`config.mk`:
```
export PLATFORM = sky130hd
export DESIGN_NAME = i2c_sensor_responder
export DESIGN_NICKNAME = d
export VERILOG_FILES = /design/src/rtl/i2c_sensor_responder_pkg.sv /design/src/rtl/i2c_sensor_responder_line_filter.sv /design/src/rtl/i2c_sensor_responder.sv
export SDC_FILE = /design/constraint.sdc
export NUM_CORES = 1
export LEC_CHECK = 0
export CAP_MARGIN = 20
export CORE_MARGIN = 1.5
export CORE_UTILIZATION = 49
export DETAILED_ROUTE_END_ITERATION = 16
export MAX_ROUTING_LAYER = met4
export PLACE_DENSITY_LB_ADDON = 0.25
export RECOVER_POWER = 25
export SLEW_MARGIN = 30
export SYNTH_ARGS = -nofsm -noshare
export SYNTH_HDL_FRONTEND = slang
export SYNTH_SLANG_ARGS = --single-unit
```
`constraint.sdc`:
```
create_clock -name clk -period 2.85 [get_ports clk]
set_input_delay 0.285 -clock clk [delete_from_list [all_inputs] [get_ports clk]]
set_output_delay 0.285 -clock clk [all_outputs]
set_load 0.1 [all_outputs]
```
`src/rtl/i2c_sensor_responder_pkg.sv`:
```
// Shared I2C definitions: responder state encoding and the
// filtered-line event bundle produced by i2c_line_filter.
package i2c_sensor_responder_pkg;

    typedef enum logic [2:0] {
        IDLE,
        ADDR,
        ADDR_ACK,
        TX_BYTE,
        TX_ACK,
        RX_BYTE,
        RX_ACK,
        IGNORE
    } state_t;

    typedef struct packed {
        logic scl;
        logic sda;
        logic scl_rise;
        logic scl_fall;
        logic start;
        logic stop;
    } line_ev_t;

endpackage

```
`src/rtl/i2c_sensor_responder_line_filter.sv`:
```
// SCL/SDA synchronizer plus majority-free glitch filter; a new level is
// accepted only after FILT_LEN identical samples. Emits edge/START/STOP flags.
module i2c_line_filter
    import i2c_sensor_responder_pkg::*;
#(
    parameter int FILT_LEN = 3
) (
    input  logic     clk,
    input  logic     rst,
    input  logic     scl_raw,
    input  logic     sda_raw,
    output line_ev_t ev
);

    logic [1:0]          scl_sync, sda_sync;
    logic [FILT_LEN-1:0] scl_hist, sda_hist;
    logic                scl_lvl, sda_lvl;
    logic                scl_q, sda_q;

    always_ff @(posedge clk or posedge rst) begin
        if (rst) begin
            scl_sync <= '1;
            sda_sync <= '1;
            scl_hist <= '1;
            sda_hist <= '1;
            scl_lvl  <= 1'b1;
            sda_lvl  <= 1'b1;
            scl_q    <= 1'b1;
            sda_q    <= 1'b1;
        end else begin
            scl_sync <= {scl_sync[0], scl_raw};
            sda_sync <= {sda_sync[0], sda_raw};
            scl_hist <= {scl_hist[FILT_LEN-2:0], scl_sync[1]};
            sda_hist <= {sda_hist[FILT_LEN-2:0], sda_sync[1]};
            if (&scl_hist)
                scl_lvl <= 1'b1;
            else if (~|scl_hist)
                scl_lvl <= 1'b0;
            if (&sda_hist)
                sda_lvl <= 1'b1;
            else if (~|sda_hist)
                sda_lvl <= 1'b0;
            scl_q <= scl_lvl;
            sda_q <= sda_lvl;
        end
    end

    // START/STOP need SCL stable high across the SDA transition
    always_comb begin
        ev.scl      = scl_lvl;
        ev.sda      = sda_lvl;
        ev.scl_rise = scl_lvl & ~scl_q;
        ev.scl_fall = ~scl_lvl & scl_q;
        ev.start    = scl_lvl & scl_q & sda_q & ~sda_lvl;
        ev.stop     = scl_lvl & scl_q & ~sda_q & sda_lvl;
    end

endmodule

```
`src/rtl/i2c_sensor_responder.sv`:
```
// I2C target emulating CHN byte-wide sensors: reads return value_in,
// writes are strobed out on wr_data/wr_valid.
module i2c_sensor_responder
    import i2c_sensor_responder_pkg::*;
#(
    parameter int                     SYS_FREQ    = 100_000_000,
    parameter int                     CHN         = 2,
    parameter int                     CHN_BIT_WID = 1,
    parameter logic [6-CHN_BIT_WID:0] HEAD_ADDR   = 6'b100100,
    parameter int                     FILT_LEN    = 3
) (
    input  logic                   clk,
    input  logic                   rst,
    input  logic [CHN*8-1:0]       value_in,
    output logic [CHN-1:0]         rd_done,
    output logic [7:0]             wr_data,
    output logic                   wr_valid,
    output logic [CHN_BIT_WID-1:0] wr_chn,
    output logic                   busy,
    input  logic                   scl_in,
    input  logic                   sda_in,
    output logic                   scl_out,
    output logic                   sda_out
);

    line_ev_t ev;

    i2c_line_filter #(.FILT_LEN(FILT_LEN)) u_filt (
        .clk     (clk),
        .rst     (rst),
        .scl_raw (scl_in),
        .sda_raw (sda_in),
        .ev      (ev)
    );

    state_t                 state, state_nx;
    logic [2:0]             cnt, cnt_nx;
    logic [7:0]             shreg, shreg_nx;
    logic [7:0]             tx, tx_nx;
    logic [CHN_BIT_WID-1:0] chn, chn_nx;
    logic                   rw, rw_nx;
    logic                   sda_nx, busy_nx, wr_valid_nx;
    logic [CHN-1:0]         rd_done_nx;
    logic [7:0]             wr_data_nx;
    logic [CHN_BIT_WID-1:0] wr_chn_nx;

    logic [7:0]             rx_byte;
    logic [CHN_BIT_WID-1:0] rx_chn;
    logic                   addr_hit;
    logic [7:0]             snap;

    assign scl_out  = 1'b1;
    assign rx_byte  = {shreg[6:0], ev.sda};
    assign rx_chn   = rx_byte[CHN_BIT_WID:1];
    assign addr_hit = (rx_byte[7:1+CHN_BIT_WID] == HEAD_ADDR)
                   && (int'(rx_chn) < CHN);
    assign snap     = value_in[int'(chn)*8 +: 8];

    always_ff @(posedge clk or posedge rst) begin
        if (rst) begin
            state    <= IDLE;
            cnt      <= '0;
            shreg    <= '0;
            tx       <= '1;
            chn      <= '0;
            rw       <= 1'b0;
            sda_out  <= 1'b1;
            busy     <= 1'b0;
            rd_done  <= '0;
            wr_valid <= 1'b0;
            wr_data  <= '0;
            wr_chn   <= '0;
        end else begin
            state    <= state_nx;
            cnt      <= cnt_nx;
            shreg    <= shreg_nx;
            tx       <= tx_nx;
            chn      <= chn_nx;
            rw       <= rw_nx;
            sda_out  <= sda_nx;
            busy     <= busy_nx;
            rd_done  <= rd_done_nx;
            wr_valid <= wr_valid_nx;
            wr_data  <= wr_data_nx;
            wr_chn   <= wr_chn_nx;
        end
    end

    always_comb begin
        state_nx    = state;
        cnt_nx      = cnt;
        shreg_nx    = shreg;
        tx_nx       = tx;
        chn_nx      = chn;
        rw_nx       = rw;
        sda_nx      = sda_out;
        busy_nx     = busy;
        rd_done_nx  = '0;
        wr_valid_nx = 1'b0;
        wr_data_nx  = wr_data;
        wr_chn_nx   = wr_chn;

        // STOP outranks START and any coincident SCL edge
        if (ev.stop) begin
            state_nx = IDLE;
            sda_nx   = 1'b1;
            busy_nx  = 1'b0;
        end else if (ev.start) begin
            state_nx = ADDR;
            cnt_nx   = '0;
            sda_nx   = 1'b1;
            busy_nx  = 1'b1;
        end else begin
            unique case (state)
                IDLE: ;
                ADDR: if (ev.scl_rise) begin
                    shreg_nx = rx_byte;
                    cnt_nx   = cnt + 3'd1;
                    if (cnt == 3'd7) begin
                        if (addr_hit) begin
                            state_nx = ADDR_ACK;
                            chn_nx   = rx_chn;
                            rw_nx    = rx_byte[0];
                            tx_nx    = value_in[int'(rx_chn)*8 +: 8];
                            if (!rx_byte[0])
                                wr_chn_nx = rx_chn;
                        end else begin
                            state_nx = IGNORE;
                            busy_nx  = 1'b0;
                        end
                    end
                end
                // sda_out marks the ACK phase: 1 = waiting, 0 = driving
                ADDR_ACK: if (ev.scl_fall) begin
                    if (sda_out) begin
                        sda_nx = 1'b0;
                    end else if (rw) begin
                        state_nx = TX_BYTE;
                        sda_nx   = tx[7];
                        tx_nx    = {tx[6:0], 1'b1};
                        cnt_nx   = '0;
                    end else begin
                        state_nx = RX_BYTE;
                        sda_nx   = 1'b1;
                        cnt_nx   = '0;
                    end
                end
                TX_BYTE: if (ev.scl_fall) begin
                    if (cnt == 3'd7) begin
                        state_nx = TX_ACK;
                        sda_nx   = 1'b1;
                        cnt_nx   = '0;
                    end else begin
                        sda_nx = tx[7];
                        tx_nx  = {tx[6:0], 1'b1};
                        cnt_nx = cnt + 3'd1;
                    end
                end
                TX_ACK: begin
                    if (ev.scl_rise) begin
                        cnt_nx          = 3'd1;
                        shreg_nx[0]     = ev.sda;
                        rd_done_nx[chn] = 1'b1;
                    end else if (ev.scl_fall && cnt == 3'd1) begin
                        if (!shreg[0]) begin
                            state_nx = TX_BYTE;
                            sda_nx   = snap[7];
                            tx_nx    = {snap[6:0], 1'b1};
                            cnt_nx   = '0;
                        end else begin
                            state_nx = IGNORE;
                        end
                    end
                end
                RX_BYTE: if (ev.scl_rise) begin
                    shreg_nx = rx_byte;
                    cnt_nx   = cnt + 3'd1;
                    if (cnt == 3'd7) begin
                        state_nx    = RX_ACK;
                        wr_data_nx  = rx_byte;
                        wr_valid_nx = 1'b1;
                    end
                end
                RX_ACK: if (ev.scl_fall) begin
                    if (sda_out) begin
                        sda_nx = 1'b0;
                    end else begin
                        state_nx = RX_BYTE;
                        sda_nx   = 1'b1;
                        cnt_nx   = '0;
                    end
                end
                IGNORE: sda_nx = 1'b1;
                default: state_nx = IDLE;
            endcase
        end
    end

endmodule

```
==> summary.txt, run 1 <==
Setup path
  – Crit-path max cell delay: approximately 0.55 ns
  – Reg-to-Reg End: tx[1]
  – CP required: between 3 and 4 ns
  – Buffers & Inverters on Critical Path: 1
  – Worst R2R Path Depth: 7
  – Largest delay share family, worst path: simple AND/OR/NAND/NOR gates
  – WP data arrival: 2.75 ns
  – Reg-to-reg setup timing slack: 0.33 ns
  – Critical path, cell by cell: inv_1 -> ha_1 -> and2_1 -> a32oi_4 -> and2_0 -> and4b_1 -> mux2_4
  – CP max FO: 9
  – Crit. End Element: register
  – Crit path launch type: register
  – Worst R2R Start: state[0]
  – Critical path type: register to register
  – CP max stage cell: and4b_1

GRT
  – Vias in the first global route: approximately 2k
  – Overall routing resource usage: about a fifth
  – Largest net degree at the start of global routing: 48
  – First-pass GRT wire length: 9530 µm
  – Grt ovf: 0
  – Initial antenna violation count: 0

Routing
  – Number of nets with antenna violations after routing: 0
  – Vias/cell: 5.68
  – WL/cell: 15.8 µm
  – Initial DRT Pass Iterations: 4
  – DRC viols: 0
  – Drt first-iter violations: between 100 and 150
  – Post-Route WL: 5650 µm
  – Routed via count: 2032

Die
  – # IOs: 35
  – Starting Density: between 50 and 60%
  – Die ar.: ~6300 µm²
  – Core area: around 5600 µm²
  – Site row count: 27
  – Die width: 79.3 µm
  – Die height: approximately 80 µm

Timing
  – Setup TNS: 0 ns
  – F_max: roughly 0.40 GHz
  – Hold Vio Cnt, Final: 0
  – RSZ-0062 raised after global routing: no
  – Crit path time final: 2.52 ns
  – Fin crit share: between 80% and 90%
  – Final slew viol count: 48
  – Slew HR: -30.0%
  – Setup violations, final: 0
  – Clk_skew: about 0.009 ns
  – Slew @ Worst Pin: 1.94 ns

Placement
  – Hpwl dp: 4010 µm
  – Gpl congestion: just under 1
  – DP Area: 3200 µm²
  – Port buffer count: 33

Clock network
  – Hold Buf Count CTS: 0
  – CTS tree: built
  – CTS resizes: 0
  – CTS clk-pin slew, worst paths: 0.10 ns
  – Max Buffers Root-to-Sink: 2
  – CTS Sinks: 51
  – Total CTS buffers: 5
  – H-tree levels: 2
  – Root buffer selected by CTS: clkbuf_8
  – Post-CTS Setup Bufs: 0
  – Worst-skew pair later-pin latency: 0.31 ns

Cells and area
  – Final nets: ~310
  – Fill count: between 400 and 500
  – Post-route cell area: between 3000 and 4000 µm²
  – Antenna diodes: 0
  – Area grow syn2layout: 15.4%
  – Multi-input logic area: 1410 µm²
  – Share of cells above drive strength 1: between 30% and 40%
  – Register area: 1310 µm²

Power
  – Net Sw Power: between 0.001 and 0.0015 W
  – Leakage: about 1.4 nW
  – Peak VDD IR: 0.000399 V
  – Register share of total power: a little over a third
  – Sw Share: just over 40%
  – Internal Pwr Total: about 0.0018 W
  – Combinational Power Share: around 50%
  – Power Density: approximately 930 nW/µm²
  – Power share of the clock group: between 10% and 20%

Synth
  – Synth Net Count: 280
  – Post-synthesis cell type count: 53
  – Largest area contributor in the netlist: dfrtp_1
  – FFs w/ async S/R, synth: 100%
  – Sequential area share after synthesis: a little under half
  – YS warnings: 0
  – Synth area leaders: dfrtp_1, dfstp_2, mux2_2
  – Yosys top cell area share: between 20% and 30%
  – Number of flops mapped to enable cells by yosys: 0
  – Cells after synthesis: around 250
  – Mapped Area: approximately 2900 µm²
  – #FFs+latches synth: 51
  – Mean Syn Cell Area: 11.3 µm²
  – Ys flop type: dfrtp_1

Min path
  – Hold path cells: 0
  – Min-delay worst type: register to register
  – Hold endpoint: u_filt.scl_sync[1]
  – Hold_sp: u_filt.scl_sync[0]

Run status
  – Failing checks: max-capacitance violations, max-slew violations
  – Status: finished, violations left

Run
  – Max Cap Violations: 1
==> layout by cell type, fill, tap and decap left out, types with 3 or more instances in the layout <==
| cell | n |
|---|---|
| dfrtp_1 | 28 |
| buf_4 | 22 |
| nand2_1 | 19 |
| mux2_2 | 19 |
| dfstp_2 | 19 |
| mux2i_1 | 18 |
| o21ai_0 | 17 |
| clkdlybuf4s50_1 | 16 |
| nor2_1 | 12 |
| a21oi_1 | 11 |
| inv_1 | 8 |
| mux2_4 | 8 |
| o221ai_1 | 8 |
| ha_1 | 8 |
| nand3_1 | 7 |
| nand2b_1 | 5 |
| clkbuf_8 | 5 |
| a31oi_1 | 4 |
| dfstp_1 | 4 |
| and4b_1 | 3 |
| dlygate4sd3_1 | 3 |
==> layer usage <==
metal,up-vias,wire length (µm),GRT usage [%],share of wire [%]
li1,980,-,-,-
met1,992,2680,28.0,47
met2,55,2640,30.1,47
met3,5,277,3.22,4.9
met4,0,57,5.26,1.0
met5,-,0,-,0
==> flip-flops by register name, summed over array words and instances, names as in the netlist, 2 cells and up <==
signal	flops
cnt	3
u_filt.scl_hist	3
state	3
u_filt.sda_hist	3
shreg	7
rd_done	2
u_filt.scl_sync	2
tx	8
u_filt.sda_sync	2
wr_data	8
==> kinds of logic (layout without fill, tap and decap cells) <==
kind of cell	count (synthesis)	after routing	synth area share, %
simple gates	65	65	12.5
xor+xnor	1	1	0.307
mux	45	45	18.0
fa+ha+maj	8	8	3.51
flops	51	51	45.8
buf+inv	25	59	4.78
compound gates	56	56	15.0
other cells	1	1	0.132
==> through the flow <==
stage	worst slack, ns	hold WS [ns]	util (%)	cells	total power, W
floorplan	0.801	0.289	-	252	0.00233
global placement	0.470	0.346	57.4	350	0.00260
detailed placement	0.381	0.348	57.4	350	0.00262
CTS	0.348	0.359	59.0	358	0.00306
global route	0.162	0.364	59.0	358	0.00327
finish	0.331	0.360	59.0	358	0.00304
==> power by group through the flow <==
| stage | logic [W] | registers, W | clock network, W |
|---|---|---|---|
| 3_5_place_dp | 0.00151 | 0.00111 | 0 |
| 4_1_cts | 0.00151 | 0.00110 | 0.000448 |
| 5_1_grt | 0.00167 | 0.00113 | 0.000477 |
| 2_1_floorplan | 0.00118 | 0.00115 | 0 |
| 3_3_place_gp | 0.00149 | 0.00111 | 0 |
| 6_report | 0.00152 | 0.00110 | 0.000426 |
==> worst register-to-register path: cells and delay by family (launching register included) <==
kind | cells | cell delay (ns)
buf+inv | 1 | 0.11
fa+ha+maj | 1 | 0.29
flops | 1 | 0.42
simple gates | 3 | 1.03
compound gates | 1 | 0.25
mux | 1 | 0.35
==> cells in the mapped netlist (2+ instances only) <==
| cell | n |
|---|---|
| mux2i_1 | 18 |
| nand4_1 | 2 |
| nand2_1 | 19 |
| nor2_1 | 12 |
| and4b_1 | 3 |
| a31oi_1 | 4 |
| mux2_2 | 19 |
| nand3_1 | 7 |
| mux2_4 | 8 |
| nand2b_1 | 5 |
| a221oi_2 | 2 |
| o31a_1 | 2 |
| o211ai_1 | 2 |
| o21ai_0 | 17 |
| inv_1 | 9 |
| clkbuf_1 | 4 |
| o221ai_1 | 8 |
| nor2b_1 | 2 |
| dfrtp_1 | 28 |
| dfstp_2 | 23 |
| buf_2 | 4 |
| nor3_1 | 2 |
| a21oi_1 | 11 |
| buf_6 | 4 |
| ha_1 | 8 |
| buf_4 | 2 |
==> worst max path at each step <==
| stage | from | endpoint | slack, ns | depth (start not counted) |
|---|---|---|---|---|
| final | state[0] | tx[1] | 0.33 | 7 |
| after global routing | state[0] | tx[1] | 0.16 | 7 |
| after CTS | state[0] | tx[1] | 0.35 | 7 |
| after detailed placement | state[0] | tx[6] | 0.38 | 7 |
| after global placement | state[0] | tx[4] | 0.47 | 7 |
| after floorplan | state[0] | tx[0] | 0.80 | 9 |
==> cell type report <==
cell class	instances	share of cell area (%)
clock buffers	5	2.09
clock inverters	3	0.684
inverters	10	1.18
multi-input cells	176	42.9
flip-flops and latches	51	39.7
well taps	72	2.74
repair buffers	41	10.8
No activity file was read; power rests on OpenSTA's default activity.
==> run 2: changes to the inputs <==
--- a/config.mk
+++ b/config.mk
@@ -8,6 +8,7 @@
 export CAP_MARGIN = 20
 export CORE_MARGIN = 1.5
 export CORE_UTILIZATION = 49
+export CTS_CLUSTER_DIAMETER = 80
 export DETAILED_ROUTE_END_ITERATION = 16
 export MAX_ROUTING_LAYER = met4
 export PLACE_DENSITY_LB_ADDON = 0.25
==> results of run 2 <==
Final layout, timing and power as in run 1 (identical DEF).
==> run 3: changes to the inputs <==
--- a/config.mk
+++ b/config.mk
@@ -6,12 +6,12 @@
 export NUM_CORES = 1
 export LEC_CHECK = 0
 export CAP_MARGIN = 20
-export CORE_MARGIN = 1.5
+export CORE_MARGIN = 4
 export CORE_UTILIZATION = 49
-export CTS_CLUSTER_DIAMETER = 80
+export CTS_CLUSTER_DIAMETER = 120
 export DETAILED_ROUTE_END_ITERATION = 16
 export MAX_ROUTING_LAYER = met4
-export PLACE_DENSITY_LB_ADDON = 0.25
+export PLACE_DENSITY = 0.72
 export RECOVER_POWER = 25
 export SLEW_MARGIN = 30
 export SYNTH_ARGS = -nofsm -noshare
==> summary.txt, run 3 (synthesized netlist as in run 1, its figures left out) <==
Routing
  – Vias/cell: between 5 and 6
  – Initial DRT Pass Iterations: 4
  – Drt first-iter violations: 235
  – WL/cell: 16.5 µm
  – DRC viols: 0
  – Post-Route WL: about 5900 µm
  – Routed via count: just over 2k
  – Number of nets with antenna violations after routing: 0

Timing
  – Crit path time final: around 2.6 ns
  – Clk_skew: roughly 0.009 ns
  – Slew HR: 36.6%
  – Hold Vio Cnt, Final: 0
  – Slew @ Worst Pin: ~0.95 ns
  – Setup violations, final: 0
  – Setup TNS: 0 ns
  – RSZ-0062 raised after global routing: no
  – F_max: around 0.4 GHz
  – Fin crit share: about nine tenths
  – Final slew viol count: 0

Cells and area
  – Share of cells above drive strength 1: a little under a third
  – Antenna diodes: 0
  – Most common cell after layout, fill and taps aside: dfrtp_1
  – Final nets: between 300 and 400
  – Biggest regs: tx (8), wr_data (8), shreg (7)
  – Area grow syn2layout: 15.5%
  – Most frequent cells in the layout: dfrtp_1, buf_4, nand2_1, mux2_2, dfstp_2
  – Fill count: between 400 and 500

Die
  – Core area: approximately 5600 µm²
  – Die ar.: just over 7000 µm²
  – Die width: roughly 84 µm
  – Starting Density: about half
  – # IOs: 35
  – Die height: between 80 and 90 µm
  – Site row count: 27

GRT
  – First-pass GRT wire length: between 10000 and 15000 µm
  – Largest net degree at the start of global routing: 28
  – Vias in the first global route: about 2.1k
  – Overall routing resource usage: ~18%
  – Initial antenna violation count: 0
  – Grt ovf: 0

Setup path
  – CP required: ~3 ns
  – CP max FO: 11
  – Crit. End Element: register
  – Critical path type: register to register
  – Crit path launch type: register
  – WP data arrival: between 2 and 3 ns

Clock network
  – Root buffer selected by CTS: clkbuf_8
  – Max Buffers Root-to-Sink: 2
  – Worst-skew pair later-pin latency: roughly 0.31 ns
  – Post-CTS Setup Bufs: 0
  – CTS tree: built
  – H-tree levels: 2
  – CTS clk-pin slew, worst paths: 0.10 ns
  – Hold Buf Count CTS: 0
  – Total CTS buffers: 5
  – CTS resizes: 0
  – CTS Sinks: 51

Power
  – Leakage: roughly 1.4 nW
  – Power Density: a little over 900 nW/µm²
  – Total power after layout: ~0.0031 W
  – Peak VDD IR: 0.000500 V

Run status
  – Status: completed

Run
  – Max Cap Violations: 0

Min path
  – Min-delay worst type: register to register

Placement
  – Hpwl dp: ~4300 µm
  – Port buffer count: 33
  – Gpl congestion: about 0.99
[run 3: changes by cell type in the layout (fill, tap and decap cells not counted)]
cell and change:
clkbuf_1 +1, inv_6 -1, inv_1 +1, clkinvlp_2 -1, clkinv_2 -1, buf_4 +1, clkinvlp_4 +1
[run 3: final timing paths]
check                      slack [ns]               start  cells past startpoint            endpoint
max in group asynchronous        1.38                 rst                      3  u_filt.scl_sync[1]
hold / removal                   0.36  u_filt.scl_hist[1]                      0  u_filt.scl_hist[2]
hold reg to reg                  0.36  u_filt.scl_hist[1]                      0  u_filt.scl_hist[2]
setup reg to reg                 0.29      u_filt.scl_lvl                      4               tx[2]
min in group asynchronous        0.63                 rst                      2          wr_data[0]
setup / recovery                 0.29      u_filt.scl_lvl                      4               tx[2]
[run 3: layout make-up]
type / count / area, µm² / area share [%]
multi-input cells: 176 / 1410 / 42.8
flip-flops and latches: 51 / 1310 / 39.6
repair buffers: 42 / 363 / 11.0
well taps: 72 / 90.1 / 2.73
clock buffers: 6 / 72.6 / 2.20
inverters: 10 / 37.5 / 1.14
clock inverters: 2 / 16.3 / 0.494
[run 3: critical path: stages, from the launching register on]
cell,delay (ns)
dfstp_1,0.72
nor2b_1,0.62
a31oi_1,0.15
and4b_1,0.64
mux2_4,0.35
[run 3: metal layers]
layer  global-route usage (%)  vias up  share of wire [%]
li1                         -      984                  -
met1                     24.2     1009                 48
met2                     28.0       50                 47
met3                     2.85       10                4.0
met4                     5.26        0                1.6
met5                        -        -                  0
[run 3: report_power, final]
part	internal (W)	switching, W
Clock	0.000177	0.000244
Combinational	0.000690	0.000831
Sequential	0.000940	0.000172
[run 3: through the flow]
| stage | util, % | cells | setup slack, ns | cell area [µm²] | hold slack (ns) |
|---|---|---|---|---|---|
| after global placement | 57.5 | 351 | 0.433 | 3210 | 0.346 |
| after floorplan | - | 252 | 0.801 | 2850 | 0.289 |
| after detailed placement | 57.5 | 351 | 0.341 | 3210 | 0.347 |
| after CTS | 59.1 | 359 | 0.330 | 3290 | 0.339 |
| final | 59.1 | 359 | 0.295 | 3290 | 0.358 |
| after global routing | 59.1 | 359 | 0.183 | 3290 | 0.371 |
